==> config.mk <==
export PLATFORM = sky130hd
export DESIGN_NAME = axi_wr_master
export DESIGN_NICKNAME = d
export VERILOG_FILES = /design/src/rtl/axi_pkg.sv /design/src/rtl/axi_burst_len_calc.sv /design/src/rtl/axi_wr_master.sv
export SDC_FILE = /design/constraint.sdc
export NUM_CORES = 1
export LEC_CHECK = 0
export BUFFER_PORTS_ARGS = -buffer_cell sky130_fd_sc_hd__buf_2
export CORE_AREA = 2 2 122 95
export DETAILED_ROUTE_END_ITERATION = 10
export DIE_AREA = 0 0 124 97
export GPL_TIMING_DRIVEN = 0
export HOLD_SLACK_MARGIN = 0.05
export PLACE_DENSITY_LB_ADDON = 0.1
export REMOVE_ABC_BUFFERS = 1
export SETUP_SLACK_MARGIN = 0.15
export SYNTH_ARGS = -nofsm -noshare
export SYNTH_HDL_FRONTEND = slang
export SYNTH_SLANG_ARGS = --single-unit
==> constraint.sdc <==
create_clock -name clk -period 11.4 [get_ports clk]
set_input_delay 0.57 -clock clk [delete_from_list [all_inputs] [get_ports clk]]
set_output_delay 0.57 -clock clk [all_outputs]
set_load 0.01 [all_outputs]
==> src/rtl/axi_pkg.sv <==
`default_nettype none
// +------------------------------------------------------------------+
// | axi_pkg : AXI4 burst/response encodings and write-master states  |
// | Rev 1.0                                                          |
// +------------------------------------------------------------------+
package axi_pkg;

  localparam logic [1:0] AXI_BURST_FIXED = 2'b00;
  localparam logic [1:0] AXI_BURST_INCR  = 2'b01;
  localparam logic [1:0] AXI_BURST_WRAP  = 2'b10;

  localparam logic [1:0] AXI_RESP_OKAY   = 2'b00;
  localparam logic [1:0] AXI_RESP_EXOKAY = 2'b01;
  localparam logic [1:0] AXI_RESP_SLVERR = 2'b10;
  localparam logic [1:0] AXI_RESP_DECERR = 2'b11;

  localparam int AXI_4K_BYTES = 4096;

  typedef enum logic [1:0] {
    ST_IDLE = 2'd0,
    ST_ADDR = 2'd1,
    ST_DATA = 2'd2,
    ST_RESP = 2'd3
  } wr_state_t;

endpackage
`default_nettype wire

==> src/rtl/axi_burst_len_calc.sv <==
`default_nettype none
// +------------------------------------------------------------------+
// | axi_burst_len_calc : min(rem, MAX_BURST_LEN, beats to 4 KB edge) |
// | Rev 1.0                                                          |
// +------------------------------------------------------------------+
module axi_burst_len_calc
  import axi_pkg::*;
#(
  parameter int MAX_BURST_LEN = 16,
  parameter int STRB_WIDTH    = 4
) (
  input  logic [11:0] i_addr_lo,
  input  logic [16:0] i_rem,
  output logic [8:0]  o_burst
);

  localparam int c_LOG2_STRB = $clog2(STRB_WIDTH);

  logic [12:0] w_bytes_to_4k;
  logic [12:0] w_beats_to_4k;
  logic [8:0]  w_min_len;

  assign w_bytes_to_4k = 13'(AXI_4K_BYTES) - {1'b0, i_addr_lo};
  assign w_beats_to_4k = w_bytes_to_4k >> c_LOG2_STRB;

  assign w_min_len = (i_rem < 17'(MAX_BURST_LEN)) ? i_rem[8:0] : 9'(MAX_BURST_LEN);
  // When the 4 KB limit wins it is below w_min_len, so it fits in 9 bits.
  assign o_burst   = ({4'b0, w_min_len} <= w_beats_to_4k) ? w_min_len : w_beats_to_4k[8:0];

endmodule
`default_nettype wire

==> src/rtl/axi_wr_master.sv <==
`default_nettype none
// +------------------------------------------------------------------+
// | axi_wr_master : command-driven AXI4 INCR write master, one burst |
// | in flight. Option: AXI_WR_MASTER_BID_CHECK_EN flags bid mismatch.|
// | Rev 1.0                                                          |
// +------------------------------------------------------------------+
module axi_wr_master
  import axi_pkg::*;
#(
  parameter int DATA_WIDTH    = 32,
  parameter int ADDR_WIDTH    = 16,
  parameter int STRB_WIDTH    = DATA_WIDTH / 8,
  parameter int ID_WIDTH      = 8,
  parameter int AXI_ID        = 0,
  parameter int MAX_BURST_LEN = 16
) (
  input  logic                  clk,
  input  logic                  rst,
  input  logic                  cmd_valid,
  output logic                  cmd_ready,
  input  logic [ADDR_WIDTH-1:0] cmd_addr,
  input  logic [15:0]           cmd_len,
  input  logic [DATA_WIDTH-1:0] s_data,
  input  logic [STRB_WIDTH-1:0] s_strb,
  input  logic                  s_valid,
  output logic                  s_ready,
  output logic                  sts_valid,
  output logic                  sts_error,
  output logic [ID_WIDTH-1:0]   m_axi_awid,
  output logic [ADDR_WIDTH-1:0] m_axi_awaddr,
  output logic [7:0]            m_axi_awlen,
  output logic [2:0]            m_axi_awsize,
  output logic [1:0]            m_axi_awburst,
  output logic                  m_axi_awvalid,
  input  logic                  m_axi_awready,
  output logic [DATA_WIDTH-1:0] m_axi_wdata,
  output logic [STRB_WIDTH-1:0] m_axi_wstrb,
  output logic                  m_axi_wlast,
  output logic                  m_axi_wvalid,
  input  logic                  m_axi_wready,
  input  logic [ID_WIDTH-1:0]   m_axi_bid,
  input  logic [1:0]            m_axi_bresp,
  input  logic                  m_axi_bvalid,
  output logic                  m_axi_bready
);

  localparam int                    c_LOG2_STRB  = $clog2(STRB_WIDTH);
  localparam logic [ADDR_WIDTH-1:0] c_ALIGN_MASK = ~ADDR_WIDTH'(STRB_WIDTH - 1);

  wr_state_t             r_state;
  logic [ADDR_WIDTH-1:0] r_addr;
  logic [16:0]           r_rem;
  logic                  r_err;
  logic [7:0]            r_beat;
  logic [ADDR_WIDTH-1:0] r_awaddr;
  logic [7:0]            r_awlen;
  logic [2:0]            r_awsize;
  logic [1:0]            r_awburst;
  logic [ID_WIDTH-1:0]   r_awid;
  logic                  r_awvalid;
  logic                  r_bready;
  logic                  r_cmd_ready;
  logic                  r_sts_valid;
  logic                  r_sts_error;

  logic                  w_in_data;
  logic                  w_cmd_fire;
  logic                  w_aw_fire;
  logic                  w_w_fire;
  logic                  w_b_fire;
  logic                  w_b_err;
  logic                  w_enter_addr;
  logic [ADDR_WIDTH-1:0] w_calc_addr;
  logic [16:0]           w_calc_rem;
  logic [8:0]            w_burst;
  logic [8:0]            w_cur_beats;

  assign w_in_data  = (r_state == ST_DATA);
  assign w_cmd_fire = cmd_valid && r_cmd_ready;
  assign w_aw_fire  = r_awvalid && m_axi_awready;
  assign w_w_fire   = w_in_data && s_valid && m_axi_wready;
  assign w_b_fire   = r_bready && m_axi_bvalid;

`ifdef AXI_WR_MASTER_BID_CHECK_EN
  assign w_b_err = (m_axi_bresp != AXI_RESP_OKAY) || (m_axi_bid != ID_WIDTH'(AXI_ID));
`else
  logic w_unused_bid;
  assign w_unused_bid = ^m_axi_bid;
  assign w_b_err      = (m_axi_bresp != AXI_RESP_OKAY);
`endif

  // The next burst is sized from the fresh command in IDLE, else from the running state.
  assign w_calc_addr  = (r_state == ST_IDLE) ? (cmd_addr & c_ALIGN_MASK) : r_addr;
  assign w_calc_rem   = (r_state == ST_IDLE) ? ({1'b0, cmd_len} + 17'd1) : r_rem;
  assign w_enter_addr = ((r_state == ST_IDLE) && w_cmd_fire) ||
                        ((r_state == ST_RESP) && w_b_fire && (r_rem != 17'd0));
  assign w_cur_beats  = {1'b0, r_awlen} + 9'd1;

  axi_burst_len_calc #(
    .MAX_BURST_LEN (MAX_BURST_LEN),
    .STRB_WIDTH    (STRB_WIDTH)
  ) u_len_calc (
    .i_addr_lo (w_calc_addr[11:0]),
    .i_rem     (w_calc_rem),
    .o_burst   (w_burst)
  );

  always_ff @(posedge clk) begin
    if (rst) begin
      r_state     <= ST_IDLE;
      r_addr      <= '0;
      r_rem       <= '0;
      r_err       <= 1'b0;
      r_beat      <= '0;
      r_awaddr    <= '0;
      r_awlen     <= '0;
      r_awsize    <= '0;
      r_awburst   <= '0;
      r_awid      <= '0;
      r_awvalid   <= 1'b0;
      r_bready    <= 1'b0;
      r_cmd_ready <= 1'b0;
      r_sts_valid <= 1'b0;
      r_sts_error <= 1'b0;
    end else begin
      r_sts_valid <= 1'b0;
      case (r_state)
        ST_IDLE: begin
          r_cmd_ready <= 1'b1;
          if (w_cmd_fire) begin
            r_addr      <= w_calc_addr;
            r_rem       <= w_calc_rem;
            r_err       <= 1'b0;
            r_cmd_ready <= 1'b0;
            r_state     <= ST_ADDR;
          end
        end
        ST_ADDR: begin
          if (w_aw_fire) begin
            r_awvalid <= 1'b0;
            r_beat    <= r_awlen;
            r_state   <= ST_DATA;
          end
        end
        ST_DATA: begin
          if (w_w_fire) begin
            if (r_beat == 8'd0) begin
              r_rem    <= r_rem - {8'b0, w_cur_beats};
              r_addr   <= r_addr + ADDR_WIDTH'({23'b0, w_cur_beats} << c_LOG2_STRB);
              r_bready <= 1'b1;
              r_state  <= ST_RESP;
            end else begin
              r_beat <= r_beat - 8'd1;
            end
          end
        end
        ST_RESP: begin
          if (w_b_fire) begin
            r_bready <= 1'b0;
            r_err    <= r_err | w_b_err;
            if (r_rem != 17'd0) begin
              r_state <= ST_ADDR;
            end else begin
              r_state     <= ST_IDLE;
              r_sts_valid <= 1'b1;
              r_sts_error <= r_err | w_b_err;
              r_cmd_ready <= 1'b1;
            end
          end
        end
        default: r_state <= ST_IDLE;
      endcase

      if (w_enter_addr) begin
        r_awaddr  <= w_calc_addr;
        r_awlen   <= 8'(w_burst - 9'd1);
        r_awsize  <= 3'(c_LOG2_STRB);
        r_awburst <= AXI_BURST_INCR;
        r_awid    <= ID_WIDTH'(AXI_ID);
        r_awvalid <= 1'b1;
      end
    end
  end

  assign cmd_ready     = r_cmd_ready;
  assign sts_valid     = r_sts_valid;
  assign sts_error     = r_sts_error;
  assign m_axi_awid    = r_awid;
  assign m_axi_awaddr  = r_awaddr;
  assign m_axi_awlen   = r_awlen;
  assign m_axi_awsize  = r_awsize;
  assign m_axi_awburst = r_awburst;
  assign m_axi_awvalid = r_awvalid;
  assign m_axi_bready  = r_bready;

  assign s_ready      = w_in_data && m_axi_wready;
  assign m_axi_wvalid = w_in_data && s_valid;
  assign m_axi_wdata  = w_in_data ? s_data : '0;
  assign m_axi_wstrb  = w_in_data ? s_strb : '0;
  assign m_axi_wlast  = w_in_data && (r_beat == 8'd0);

endmodule
`default_nettype wire

* Yosys cells after proc, flatten, opt, wreduce, memory -nomap -nowiden
Index checks and enable logic that the tools add are counted.
** Word-level totals
- Register bits :: 74
- Word-level logic and storage cells :: 106
- Output and inout port bits :: 81
- Input port bits :: 85
** Operators by class
- $add $sub $neg :: 7
- Bitwise operators :: 4
- Equal/unequal tests :: 10
- $lt $le $gt $ge :: 2
- Reduce and logical (&&, ||, !) cells :: 30
- Mux-type cells :: 40
** Operator list (count)
- 17-bit 2-to-1 mux :: 4
- 16-bit 2-to-1 mux :: 4
- 17-bit case mux with 2 select lines :: 1
- 32-bit 2-to-1 mux :: 1
- 8-bit 2-to-1 mux :: 4
- 16-bit case mux with 2 select lines :: 1
- 16-bit by 1-bit adder with 17-bit output (second input constant) :: 1
- 17-bit by 5-bit < comparator with 1-bit output (second input constant) :: 1
- 17-bit nonzero test :: 1
- 17-bit by 9-bit subtractor with 17-bit output :: 1
- 16-bit by 11-bit adder with 16-bit output :: 1
- 8-bit case mux with 2 select lines :: 1
- 8-bit by 1-bit subtractor with 8-bit output (second input constant) :: 2
- 2-bit nonzero test :: 7
- 1-bit 2-to-1 mux :: 13
- 13-bit by 12-bit subtractor with 13-bit output (first input constant) :: 1
- 4-bit AND reduction :: 3
- 9-bit by 11-bit <= comparator with 1-bit output :: 1
- 1-bit logical AND :: 10
- 2-bit 2-to-1 mux :: 5
- 2-bit != test (second input constant) :: 5
- 8-bit by 1-bit adder with 9-bit output (second input constant) :: 1
- 9-bit 2-to-1 mux :: 1
- 3-bit AND reduction :: 3
- other kinds (14) :: 20

* Longest topological paths before layout
- Depth after elaboration :: 7
- Gate-level depth with buffers :: 27
- Gate-level depth less buffers :: 23

* Modules after synthesis
From an unflattened synthesis, not the netlist that was laid out.
** Unflattened totals
- Cell total of the unflattened synthesis :: 807
- Area total of the unflattened synthesis :: 6095.8 µm²
** Modules (own cells, without submodules)
- axi_wr_master :: instances 1, cells an instance 736, area an instance 5569.1 µm²
- axi_burst_len_calc :: instances 1, cells an instance 71, area an instance 526.8 µm²

* Worst setup path before layout
OpenSTA, ideal clock, no wires.
- Kind :: input to register
- Start point :: input cmd_len[0]
- End point :: register r_awlen[2], in the netlist m_axi_awlen[2]
- Arrival time :: 4832 ps
- Library setup time :: 129 ps
- Setup slack :: 6439 ps
- Cell stages on the path :: 22
- Path through :: ha_1 nand4_4 o31a_1 o31ai_4 nand3_2 nor4b_4 nand2_2 or2_2 ha_1 nand4_1 nor2_1 a41oi_1 and3_1 clkbuf_1 clkbuf_1 nand2_1 o21a_1 ha_1 and2_1 o21a_1 a2111oi_0 nor2_1
** On the way
- Longest elaborated chain between the ends :: 7
** Ends and longest elaborated chain
- start: declaration :: RTL line axi_wr_master.sv:22 : input logic [15:0] cmd_len,
- 16-bit by 1-bit adder with 17-bit output * :: RTL line axi_wr_master.sv:94 : assign w_calc_rem = (r_state == ST_IDLE) ? ({1'b0, cmd_len} + 17'd1) : r_rem;
- 17-bit 2-to-1 mux * :: RTL line axi_wr_master.sv:94
- 17-bit by 5-bit < comparator with 1-bit output :: RTL line axi_burst_len_calc.sv:26 : assign w_min_len = (i_rem < 17'(MAX_BURST_LEN)) ? i_rem[8:0] : 9'(MAX_BURST_LEN);
- 9-bit 2-to-1 mux * :: RTL line axi_burst_len_calc.sv:26
- 9-bit by 11-bit <= comparator with 1-bit output :: RTL line axi_burst_len_calc.sv:28 : assign o_burst = ({4'b0, w_min_len} <= w_beats_to_4k) ? w_min_len : w_beats_to_4k[8:0];
- 8-bit 2-to-1 mux * :: RTL line axi_burst_len_calc.sv:28
- 8-bit by 1-bit subtractor with 8-bit output * :: RTL line axi_wr_master.sv:176 : r_awlen <= 8'(w_burst - 9'd1);
- end signal: assignment :: RTL line axi_wr_master.sv:176
- end: declaration :: RTL line axi_wr_master.sv:56 : logic [7:0] r_awlen;
Mark *: on every way between the ends. The rest lies on a longest branch, timed or not.
A chain may end at the register's enable or synchronous reset.

* Final worst setup path
- Start point :: register r_state[0]
- End point :: register r_awlen[2], in the netlist m_axi_awlen[2]
** On the way
- Longest elaborated chain between the ends :: 7
- Elaborated cells on any way between the ends :: 14
- Those cells by class :: 2 x add/sub; 2 x order compare; 1 x eq/ne; 4 x mux; 5 x reduce/logical
** Ends and longest elaborated chain
- start: declaration :: RTL line axi_wr_master.sv:50 : wr_state_t r_state;
- start signal: assignment :: RTL line axi_wr_master.sv:110 : r_state <= ST_IDLE;
- start signal: assignment :: RTL line axi_wr_master.sv:135 : r_state <= ST_ADDR;
- start signal: assignment :: RTL line axi_wr_master.sv:142 : r_state <= ST_DATA;
- 2-bit zero test :: RTL line axi_wr_master.sv:93, axi_wr_master.sv:94, axi_wr_master.sv:95
- 17-bit 2-to-1 mux :: RTL line axi_wr_master.sv:94
- 17-bit by 5-bit < comparator with 1-bit output :: RTL line axi_burst_len_calc.sv:26
- 9-bit 2-to-1 mux :: RTL line axi_burst_len_calc.sv:26
- 9-bit by 11-bit <= comparator with 1-bit output :: RTL line axi_burst_len_calc.sv:28
- 8-bit 2-to-1 mux :: RTL line axi_burst_len_calc.sv:28
- 8-bit by 1-bit subtractor with 8-bit output :: RTL line axi_wr_master.sv:176
Several ways; a longest one is shown, not always the timed one.

==> results_dict.tcl <==
set metrics [dict create \
    combinationalPowerShare_pct 62.7 \
    max_slew_margin_pct 34.5 \
    htreeDepth 3 \
    routedWlPerCell_um 17.2 \
    critical_path.slowest_cell "and3_1" \
    synth_cell_types 79 \
    cts-hold-fix-buffers 0 \
    worstSetupStartpointType "register" \
    pin_count 166 \
    route.detailed.drc 0 \
    cp_max_fo 43 \
    grt_pass1_wl_um 29600 \
    viasPerCell 6.05 \
    path_cells "inv_1 > ha_2 > buf_12 > inv_1 > o31a_1 > nor4_4 > nand2_2 > or2_2 > ha_1 > o21ai_0 > a31oi_1 > o21ai_0 > and3_1 > nand2_1 > o21a_1 > ha_1 > and2_1 > o21a_1 > a2111oi_0 > nor2_1" \
    rows 33 \
    place_hpwl_um 13600 \
    hold_violations 0 \
    gp_congestion 0.947 \
    dieArea_um2 12000 \
    drtIter0Drc 540 \
    nets 1051 \
    fin_ws_ps 5470 \
    diodes 0 \
    firstDrtPassIters 5 \
    total_power_mw 1.82 \
    setup_viol 0 \
    swShare_pct 49.3 \
    drive_gt1_share_pct 20.8 \
    async_reset_ff_share_pct 0 \
    syn_inst 810 \
    fp.dieH_um 97 \
    power.density_nw_per_um2 252 \
    clkSinkCount 74 \
    dr.max_layer_used "met4" \
    initial_core_util_pct 57.3 \
    slowest_delay_ps 560 \
    power.share.sequential_pct 22.4 \
    cp_data_arrival_time_ps 6140 \
    tritoncts "done" \
    grt_remaining_overflow 0 \
    outcome "complete, no violations" \
    critPathKind "reg -> reg" \
    synth_warnings 0 \
    cts_buffer_depth 2 \
    min_period_ps 5930 \
    track_usage_pct 30.9 \
    clock_skew_ps 7.40 \
    wl_um 18500 \
    area_delta_synth_final_pct 17.0 \
    wl_met1_um 7870 \
    grt_setup_unrepaired "no" \
    synth_edf_count 0 \
    holdCritPathClass "reg -> reg" \
    p_int_uw 921 \
    synth_top_flop_cell "dfxtp_1" \
    p_leak_nw 3.16 \
    die-width_um 124 \
    io_buffers 144 \
    grt_antenna_before_repair 0 \
    met3_length_um 1820 \
    grt_pass1_vias 6069 \
    cts_setup_buffers 0 \
    max_freq_mhz 169 \
    synth_seq_cells 74 \
    drv_slew 0 \
    vias 6486 \
    ant_nets 0 \
    drv_cap 0 \
    pre_cts_slack_ps 5590 \
    worstSetupEndpointType "register" \
    core_area_um2 10700 \
    cts_made_buffers 9 \
    setup_tns_ps 0 \
    cts_resized 0 \
    finalCritPeriodShare_pct 52.1 \
    clk_latency_ps 340 \
    grt_max_degree 70 \
    ys_seq_area_share_pct 24.1 \
    clockPowerShare_pct 14.9 \
    synth_area_um2 6150 \
    ir_drop_uv 133 \
    cts.clk_slew.worst_paths_ps 60 \
    avgSynthCellArea_um2 7.59 \
    dr_wl_met2_um 8310 \
    worstMarginPinSlew_ps 979 \
    p_sw_uw 896 \
    worstPathRequired_ps 11610 \
    cts_root_buffer "clkbuf_16" \
]
-- kinds of logic (layout without fill, tap and decap cells) --
| kind of cell | count (synthesis) | after routing | synth area share (%) |
|---|---|---|---|
| fa+ha+maj | 39 | 39 | 8.18 |
| mux | 17 | 17 | 2.79 |
| xor+xnor | 40 | 40 | 5.70 |
| flops | 74 | 74 | 24.1 |
| other cells | 1 | 15 | 0.0610 |
| buf+inv | 88 | 196 | 6.39 |
| compound gates | 222 | 222 | 24.5 |
| simple gates | 329 | 329 | 28.3 |
-- cells in the mapped netlist (11+ instances only) --
| cell | n | share of area (%) |
|---|---|---|
| and2_1 | 49 | 5.0 |
| a211oi_1 | 29 | 3.5 |
| a21oi_1 | 61 | 5.0 |
| nand2_1 | 65 | 4.0 |
| clkbuf_1 | 30 | 1.8 |
| ha_1 | 37 | 7.5 |
| xnor2_1 | 23 | 3.3 |
| nand3_1 | 21 | 1.7 |
| buf_4 | 14 | 1.7 |
| o211ai_1 | 11 | 1.3 |
| o21ai_0 | 33 | 2.7 |
| nor4_1 | 13 | 1.3 |
| inv_1 | 31 | 1.9 |
| nor3_1 | 22 | 1.8 |
| nor2_1 | 91 | 5.6 |
| dfxtp_1 | 74 | 24 |
| xor2_1 | 17 | 2.4 |
| mux2i_1 | 16 | 2.6 |
| and3_1 | 11 | 1.1 |
-- cells in the final DEF, fill, tap and decap left out, types with 7 or more instances in the layout --
cell,netlist,routed
a211oi_1,29,29
a21oi_1,61,61
a22oi_1,9,9
a311oi_1,9,9
and2_1,49,48
and3_1,11,11
buf_2,8,144
clkbuf_16,0,9
conb_1,1,15
dfxtp_1,74,74
ha_1,37,35
inv_1,31,31
mux2i_1,16,16
nand2_1,65,65
nand3_1,21,21
nor2_1,91,91
nor3_1,22,22
nor4_1,13,13
o211ai_1,11,11
o21ai_0,33,33
o22ai_1,7,7
xnor2_1,23,23
xor2_1,17,17
-- final timing paths --
check | end | cells past startpoint | startpoint | slack [ps]
max | m_axi_awlen[2] | 20 | r_state[0] | 5470
min | m_axi_awaddr[4] | 2 | m_axi_awaddr[4] | 500
max reg2reg | m_axi_awlen[2] | 20 | r_state[0] | 5470
min reg2reg | m_axi_awaddr[4] | 2 | m_axi_awaddr[4] | 500
-- power by group through the flow --
stage / clock, mW / combinational (mW) / sequential, mW
6_report: 0.270 / 1.14 / 0.407
5_1_grt: 0.287 / 1.27 / 0.417
4_1_cts: 0.273 / 1.13 / 0.405
3_5_place_dp: 0 / 1.12 / 0.410
3_3_place_gp: 0 / 1.08 / 0.404
2_1_floorplan: 0 / 0.807 / 0.401
-- per-layer routing --
metal	GRT usage, %	vias to the layer above
met5	0	-
met3	7.31	43
met4	9.59	0
met2	48.9	317
li1	-	3154
met1	41.3	2972
-- state kept, by name, indices dropped and copies added (netlist names) --
signal,flops
cmd_ready,1
m_axi_awburst,1
sts_error,1
r_err,1
m_axi_awvalid,1
m_axi_awaddr,16
r_state,2
sts_valid,1
m_axi_bready,1
r_addr,16
m_axi_awlen,8
r_rem,17
r_beat,8
-- per-stage QoR --
step	hold WS [ps]	util [%]	instances	area [µm²]
2_1_floorplan	453	-	769	5930
3_3_place_gp	459	63.6	1053	6830
3_5_place_dp	485	64.2	1055	6900
4_1_cts	493	66.9	1071	7180
5_1_grt	514	67.1	1072	7200
6_report	496	67.1	1072	7200
-- final cells by class --
| class | instances | area (µm²) |
|---|---|---|
| Inverter | 33 | 124 |
| Clock buffer | 10 | 239 |
| Tap cell | 140 | 175 |
| Timing Repair Buffer | 147 | 781 |
| Multi-Input combinational cell | 662 | 4360 |
| Sequential cell | 74 | 1480 |
| Clock inverter | 6 | 41.3 |
| Fill cell | 929 | 3540 |
-- critical path: cells and delay by family, from the launching register on --
kind / cells / cell delay (ps)
buffers and inverters: 3 / 800
AO/OA/AOI/OAI: 7 / 1750
flip-flops: 1 / 340
AND/OR/NAND/NOR: 7 / 1960
adder cells (fa/ha/maj): 3 / 910
No activity file was read; power rests on OpenSTA's default activity.
